File: config.mk
export PLATFORM = sky130hd
export DESIGN_NAME = subadc_collector
export DESIGN_NICKNAME = d
export VERILOG_FILES = /design/src/rtl/adc_model_pkg.sv /design/src/rtl/subadc_collector_sync_fifo.sv /design/src/rtl/subadc_collector.sv
export SDC_FILE = /design/constraint.sdc
export NUM_CORES = 1
export LEC_CHECK = 0
export ABC_CLOCK_PERIOD_IN_PS = 4000
export BUFFER_PORTS_ARGS = -buffer_cell sky130_fd_sc_hd__buf_2
export CORE_MARGIN = 1.5
export CORE_UTILIZATION = 50
export CTS_CLUSTER_SIZE = 14
export DETAILED_ROUTE_END_ITERATION = 12
export GPL_TIMING_DRIVEN = 0
export PLACE_DENSITY = 0.8
export SLEW_MARGIN = 25
export SYNTH_ARGS = -nofsm -noshare
export SYNTH_HDL_FRONTEND = slang
export SYNTH_SLANG_ARGS = --single-unit
File: constraint.sdc
create_clock -name clk -period 4 [get_ports clk]
set_input_delay 0.2 -clock clk [delete_from_list [all_inputs] [get_ports clk]]
set_output_delay 0.2 -clock clk [all_outputs]
set_load 0.02 [all_outputs]
File: src/rtl/adc_model_pkg.sv
// rtl/adc_model_pkg.sv - shared constants and helpers for the interleaved ADC model
package adc_model_pkg;

  localparam int LOST_CNT_W = 16;

  function automatic int lane_w(input int n_ways);
    return (n_ways > 1) ? $clog2(n_ways) : 1;
  endfunction

endpackage

File: src/rtl/subadc_collector_sync_fifo.sv
// rtl/subadc_collector_sync_fifo.sv - generic synchronous FIFO, push at full allowed with a same-cycle pop
module sync_fifo #(
  parameter int WIDTH = 8,
  parameter int DEPTH = 8,
  localparam int PTR_W = (DEPTH > 1) ? $clog2(DEPTH) : 1
) (
  input  logic             clk,
  input  logic             rst,
  input  logic             push,
  input  logic [WIDTH-1:0] push_data,
  input  logic             pop,
  output logic [WIDTH-1:0] pop_data,
  output logic [PTR_W:0]   count,
  output logic             full,
  output logic             empty
);

  logic [WIDTH-1:0] mem_q [DEPTH];
  logic [WIDTH-1:0] mem_d [DEPTH];
  logic [PTR_W-1:0] wr_ptr_q, wr_ptr_d, rd_ptr_q, rd_ptr_d;
  logic [PTR_W:0]   count_q, count_d;
  logic             do_push, do_pop;

  assign full     = (count_q == (PTR_W+1)'(DEPTH));
  assign empty    = (count_q == '0);
  assign count    = count_q;
  assign pop_data = mem_q[rd_ptr_q];
  assign do_pop   = pop & ~empty;
  assign do_push  = push & (~full | do_pop);

  always_comb begin
    mem_d    = mem_q;
    wr_ptr_d = wr_ptr_q;
    rd_ptr_d = rd_ptr_q;
    count_d  = count_q;
    if (do_push) begin
      mem_d[wr_ptr_q] = push_data;
      wr_ptr_d        = wr_ptr_q + PTR_W'(1);
    end
    if (do_pop) begin
      rd_ptr_d = rd_ptr_q + PTR_W'(1);
    end
    case ({do_push, do_pop})
      2'b10:   count_d = count_q + (PTR_W+1)'(1);
      2'b01:   count_d = count_q - (PTR_W+1)'(1);
      default: count_d = count_q;
    endcase
  end

  always_ff @(posedge clk) begin
    if (rst) begin
      wr_ptr_q <= '0;
      rd_ptr_q <= '0;
      count_q  <= '0;
    end else begin
      wr_ptr_q <= wr_ptr_d;
      rd_ptr_q <= rd_ptr_d;
      count_q  <= count_d;
    end
  end

  // Storage is not reset; only the pointers define what is valid.
  always_ff @(posedge clk) begin
    mem_q <= mem_d;
  end

endmodule

File: src/rtl/subadc_collector.sv
// rtl/subadc_collector.sv - syncs sub-ADC completions, captures words, reorders into lane order and queues them
module subadc_collector
  import adc_model_pkg::*;
#(
  parameter int ADC_BITS   = 8,
  parameter int N_WAYS     = 4,
  parameter int FIFO_DEPTH = 8,
  localparam int LANE_W    = lane_w(N_WAYS)
) (
  input  logic                         clk,
  input  logic                         rst,
  input  logic                         en,
  input  logic [N_WAYS*ADC_BITS-1:0]   subadc_data,
  input  logic [N_WAYS-1:0]            subadc_compl,
  output logic [ADC_BITS-1:0]          out_data,
  output logic [LANE_W-1:0]            out_lane,
  output logic                         out_valid,
  input  logic                         out_ready,
  output logic                         overrun,
  output logic [LOST_CNT_W-1:0]        lost_cnt
);

  typedef struct packed {
    logic [LANE_W-1:0]   lane;
    logic [ADC_BITS-1:0] data;
  } entry_t;

  localparam int ENTRY_W = $bits(entry_t);
  localparam int PTR_W   = (FIFO_DEPTH > 1) ? $clog2(FIFO_DEPTH) : 1;

  logic [N_WAYS-1:0]     s1_q, s1_d, s2_q, s2_d, s3_q, s3_d;
  logic [N_WAYS-1:0]     hold_full_q, hold_full_d;
  logic [ADC_BITS-1:0]   hold_q [N_WAYS];
  logic [ADC_BITS-1:0]   hold_d [N_WAYS];
  logic [LANE_W-1:0]     exp_lane_q, exp_lane_d;
  logic [LOST_CNT_W-1:0] lost_cnt_q, lost_cnt_d;
  logic                  overrun_q, overrun_d;
  entry_t                last_q, last_d;

  logic [N_WAYS-1:0]     cap, clr, load, drop;
  logic [LOST_CNT_W:0]   lost_sum;
  logic                  push, pop;
  entry_t                push_entry, head;
  logic                  fifo_full, fifo_empty;
  logic [PTR_W:0]        fifo_count;

  assign s1_d = subadc_compl;
  assign s2_d = s1_q;
  assign s3_d = s2_q;
  assign cap  = s2_q & ~s3_q & {N_WAYS{en}};

  assign pop  = out_valid & out_ready;
  assign push = hold_full_q[exp_lane_q] & (~fifo_full | pop);

  // A word leaving its hold register this cycle frees the slot for a same-cycle capture.
  always_comb begin
    clr = '0;
    if (push) clr[exp_lane_q] = 1'b1;
  end

  assign load = cap & (~hold_full_q | clr);
  assign drop = cap & hold_full_q & ~clr;

  always_comb begin
    hold_full_d = (hold_full_q & ~clr) | load;
    for (int k = 0; k < N_WAYS; k++) begin
      hold_d[k] = load[k] ? subadc_data[k*ADC_BITS +: ADC_BITS] : hold_q[k];
    end
    push_entry.lane = exp_lane_q;
    push_entry.data = hold_q[exp_lane_q];
    exp_lane_d = exp_lane_q;
    if (push) begin
      exp_lane_d = (exp_lane_q == LANE_W'(N_WAYS-1)) ? '0 : exp_lane_q + LANE_W'(1);
    end
  end

  always_comb begin
    lost_sum = {1'b0, lost_cnt_q};
    for (int k = 0; k < N_WAYS; k++) begin
      lost_sum = lost_sum + {{LOST_CNT_W{1'b0}}, drop[k]};
    end
    lost_cnt_d = lost_sum[LOST_CNT_W] ? '1 : lost_sum[LOST_CNT_W-1:0];
    overrun_d  = overrun_q | (|drop);
  end

  // The last popped entry keeps the outputs steady while the FIFO is empty.
  assign last_d    = pop ? head : last_q;
  assign out_valid = (fifo_count != '0);
  assign out_data  = fifo_empty ? last_q.data : head.data;
  assign out_lane  = fifo_empty ? last_q.lane : head.lane;
  assign overrun   = overrun_q;
  assign lost_cnt  = lost_cnt_q;

  always_ff @(posedge clk) begin
    if (rst) begin
      s1_q        <= '1;
      s2_q        <= '1;
      s3_q        <= '1;
      hold_full_q <= '0;
      exp_lane_q  <= '0;
      lost_cnt_q  <= '0;
      overrun_q   <= 1'b0;
      last_q      <= '0;
    end else begin
      s1_q        <= s1_d;
      s2_q        <= s2_d;
      s3_q        <= s3_d;
      hold_full_q <= hold_full_d;
      exp_lane_q  <= exp_lane_d;
      lost_cnt_q  <= lost_cnt_d;
      overrun_q   <= overrun_d;
      last_q      <= last_d;
    end
  end

  always_ff @(posedge clk) begin
    hold_q <= hold_d;
  end

  sync_fifo #(
    .WIDTH (ENTRY_W),
    .DEPTH (FIFO_DEPTH)
  ) u_fifo (
    .clk       (clk),
    .rst       (rst),
    .push      (push),
    .push_data (push_entry),
    .pop       (pop),
    .pop_data  (head),
    .count     (fifo_count),
    .full      (fifo_full),
    .empty     (fifo_empty)
  );

endmodule
==> results.yml <==
placement:
  dpl.cell_count: 690
  dp_hpwl_mm: 9.37
  gp_congestion: 0.734
  place_area_um2: 7310
  port-buffer-count: 66
  dp_slack_ps: -451
min_path:
  hold_depth: 3
  hold_path_startpoint: "en"
  hold_end: "hold_full_q[3]"
  hold_path_class: "in -> reg"
logic_synthesis:
  seq_area_frac_synth: 0.669
  yosys_warnings: 0
  synth.avg_cell_area_um2: 15.1
  syn_area_um2: 6670
  ys_seq_elements: 167
  syn-num-nets: 495
  synth_cell_types: 42
  syn_inst: 441
drt:
  wl_per_cell_um: 19.5
  antenna_left: 0
  totalWireLength_mm: 14.9
  drt_iter0_markers: 265
  drc: 0
  dr.pass1.iters: 5
  vias: 4252
  viasPerCell: 5.57
setup_path:
  path_cells: "mux4_2, a21boi_2, buf_6, a21boi_2, nand2b_1, fa_1, fa_1, inv_1, fa_2, inv_1, nor4_4, nand3_2, clkbuf_4, a21oi_1"
  crit_path_start_kind: "flip-flop"
  ff2ff_setup_slack_ps: 180
  r2r_cells: 14
  cp-startpoint: "exp_lane_q[0]"
  cp_max_fo: 10
  r2r_end: "lost_cnt[5]"
  worstPathArrival_ps: 4160
  max_stage_delay_ps: 510
  critical_path_class: "reg -> reg"
  crit_required_ps: 4340
  cpMaxStageDelayCell: "fa_1"
  worstSetupEndpointType: "flip-flop"
  r2r-start: "exp_lane_q[0]"
grt:
  grt_max_degree: 17
  grt_first_pass_wirelength_mm: 23.0
  use_met2: 0.397
  grt_most_used_layer: "met2"
  met1_usage: 0.259
  grt_util_all_layers: 0.221
  grtUsageMet3: 0.0598
  antenna_found_initial: 1
  overflow: 0
  grt_pass1_vias: 4340
die:
  core_area_um2: 13100
  die_h_um: 119
  dieArea_um2: 14000
  die_width_um: 119
  floorplan.initialDensity: 0.508
  pin_count: 68
  num_rows: 42
sta:
  setup_viol: 0
  hold_viol_final: 0
  period_share: 0.954
  period_needed_ps: 3820
  tightestPinTransition_ps: 940
  whs_ps: 147
  max_freq_mhz: 262
  drv_slew: 0
  slew-limit-headroom: 0.372
  setup_slack_ps: 183
  skew_ps: 10.1
layout:
  fin_cells: 764
  drive_above_1_share: 0.298
  n_fill_cell: 932
  syn_to_final_growth_pct: 24.9
  nets: 628
  fin_area_um2: 8330
clocking:
  cts_tree: "built"
  clk_latency_ps: 420
  clk_pin_slew_ps: 60
  numClockSinks: 167
  cts_buffer_depth: 2
  root_buffer: "clkbuf_16"
  htree_levels: 4
  numCtsBuffers: 17
pwr:
  p_leak_uw: 0.00295
  fin_total_pwr_uw: 3690
  power_density_nw_per_um2: 443
  ir_drop_mv: 0.367
job:
  drv_cap: 0
status:
  outcome: "finished clean"
critical path: cells and delay by family (launching register included):
kind | cells | cell delay (ps)
AO/OA/AOI/OAI | 3 | 540
flip-flops | 1 | 400
AND/OR/NAND/NOR | 3 | 560
multiplexers | 1 | 490
adder cells (fa/ha/maj) | 3 | 1160
buffers and inverters | 4 | 570
kinds of logic (layout without fill, tap and decap cells):
logic type	after synthesis	count (layout)	share of synthesized area
flip-flops	167	167	0.669
AND/OR/NAND/NOR	108	108	0.0851
AO/OA/AOI/OAI	59	59	0.0536
multiplexers	40	40	0.114
buffers and inverters	36	182	0.0248
XOR/XNOR	17	17	0.0223
adder cells (fa/ha/maj)	14	14	0.0308
other	0	1	0
worst max path at each step:
stage	cells after the start	end	slack (ps)
6_report	14	lost_cnt[5]	180
5_1_grt	14	lost_cnt[5]	-60
4_1_cts	14	lost_cnt[13]	0.6
3_5_place_dp	14	lost_cnt[3]	-450
3_3_place_gp	14	lost_cnt[1]	-250
2_1_floorplan	14	lost_cnt[13]	140
registers in the layout, summed over array words and instances, names as in the netlist:
| name | count |
|---|---|
| hold_q | 32 |
| exp_lane_q | 2 |
| s3_q | 4 |
| hold_full_q | 4 |
| s1_q | 4 |
| last_q | 10 |
| s2_q | 4 |
| u_fifo.mem_q | 80 |
| u_fifo.rd_ptr_q | 3 |
| u_fifo.wr_ptr_q | 3 |
| lost_cnt | 16 |
| overrun | 1 |
| u_fifo.count | 4 |
final cells by class:
class	count	area [um2]	share of cell area
diodes	1	2.50	0.000300
plain buffers	22	115	0.0138
clock buffers	27	527	0.0632
clock inverters	5	58.8	0.00706
inverters	14	55.1	0.00661
multi-input cells	238	2110	0.253
flip-flops and latches	167	4470	0.536
well taps	176	220	0.0264
repair buffers	114	779	0.0935
per-stage QoR:
step,util,TNS (ps)
3_5_place_dp,0.557,-5240
5_1_grt,0.634,-148
2_1_floorplan,-,0
6_report,0.634,0
3_3_place_gp,0.550,-2720
4_1_cts,0.630,0
routing by layer:
layer	part of all wire	vias up
li1	-	1932
met1	0.40	2130
met2	0.53	159
met3	0.050	31
met4	0.022	0
met5	0	-
power breakdown:
part           internal, uW  switching, uW  leakage (uW)
combinational           104            117       0.00120
clock                   970            637      0.000290
sequential             1850           10.4       0.00146
total                  2930            765       0.00295
synthesized netlist by cell type:
| master | instances | area share |
|---|---|---|
| nor4b_1 | 3 | 0.0039 |
| nand3b_1 | 3 | 0.0034 |
| and3_1 | 4 | 0.0037 |
| xor2_1 | 11 | 0.014 |
| a41oi_1 | 1 | 0.0013 |
| or2_2 | 12 | 0.011 |
| mux4_2 | 29 | 0.098 |
| nor4_1 | 1 | 0.00094 |
| nor4_4 | 1 | 0.0032 |
| xnor2_1 | 6 | 0.0079 |
| and4_1 | 2 | 0.0026 |
| or3_1 | 2 | 0.0019 |
| a211oi_1 | 12 | 0.014 |
| buf_6 | 3 | 0.0051 |
| or4_4 | 1 | 0.0017 |
| a21boi_2 | 2 | 0.0034 |
| a31oi_1 | 2 | 0.0019 |
| and3b_1 | 1 | 0.0013 |
| fa_1 | 4 | 0.012 |
| mux2i_1 | 11 | 0.017 |
| nand3_1 | 6 | 0.0045 |
| ha_1 | 10 | 0.019 |
| inv_1 | 13 | 0.0073 |
| a21o_1 | 2 | 0.0022 |
| dfxtp_1 | 55 | 0.17 |
| and2_1 | 1 | 0.00094 |
| inv_4 | 1 | 0.00094 |
| nor3b_1 | 2 | 0.0022 |
| clkbuf_1 | 15 | 0.0084 |
| nand4_1 | 3 | 0.0028 |
| nor3_1 | 5 | 0.0037 |
| nand2_1 | 18 | 0.010 |
| nand4b_1 | 1 | 0.0013 |
| edfxtp_1 | 112 | 0.50 |
| nor2_1 | 37 | 0.021 |
| nand2b_1 | 3 | 0.0028 |
| buf_2 | 4 | 0.0030 |
| o21ai_0 | 2 | 0.0015 |
| a21boi_1 | 2 | 0.0022 |
| a21oi_1 | 35 | 0.026 |
| nor2b_1 | 2 | 0.0019 |
| a311oi_1 | 1 | 0.0013 |
placed cells by master, fill, tap and decap left out, drive strengths merged, types with 10 or more instances in the layout:
cell type	Yosys	final
dlygate4sd3	0	36
xor2	11	11
edfxtp	112	112
mux2i	11	11
nand2	18	18
clkbuf	15	42
inv	14	16
or2	12	12
ha	10	10
a211oi	12	12
buf	7	85
mux4	29	29
nor2	37	37
dfxtp	55	55
a21oi	35	35
repair_timing:
action,in CTS,in global routing
endpoints found under the setup margin,16,16
resized for setup,9,1
setup buffers,0,5
pin swaps,0,2
hold buffers,36,0
hold endpoints to repair,36,0
(Power assumes the default switching activity.)
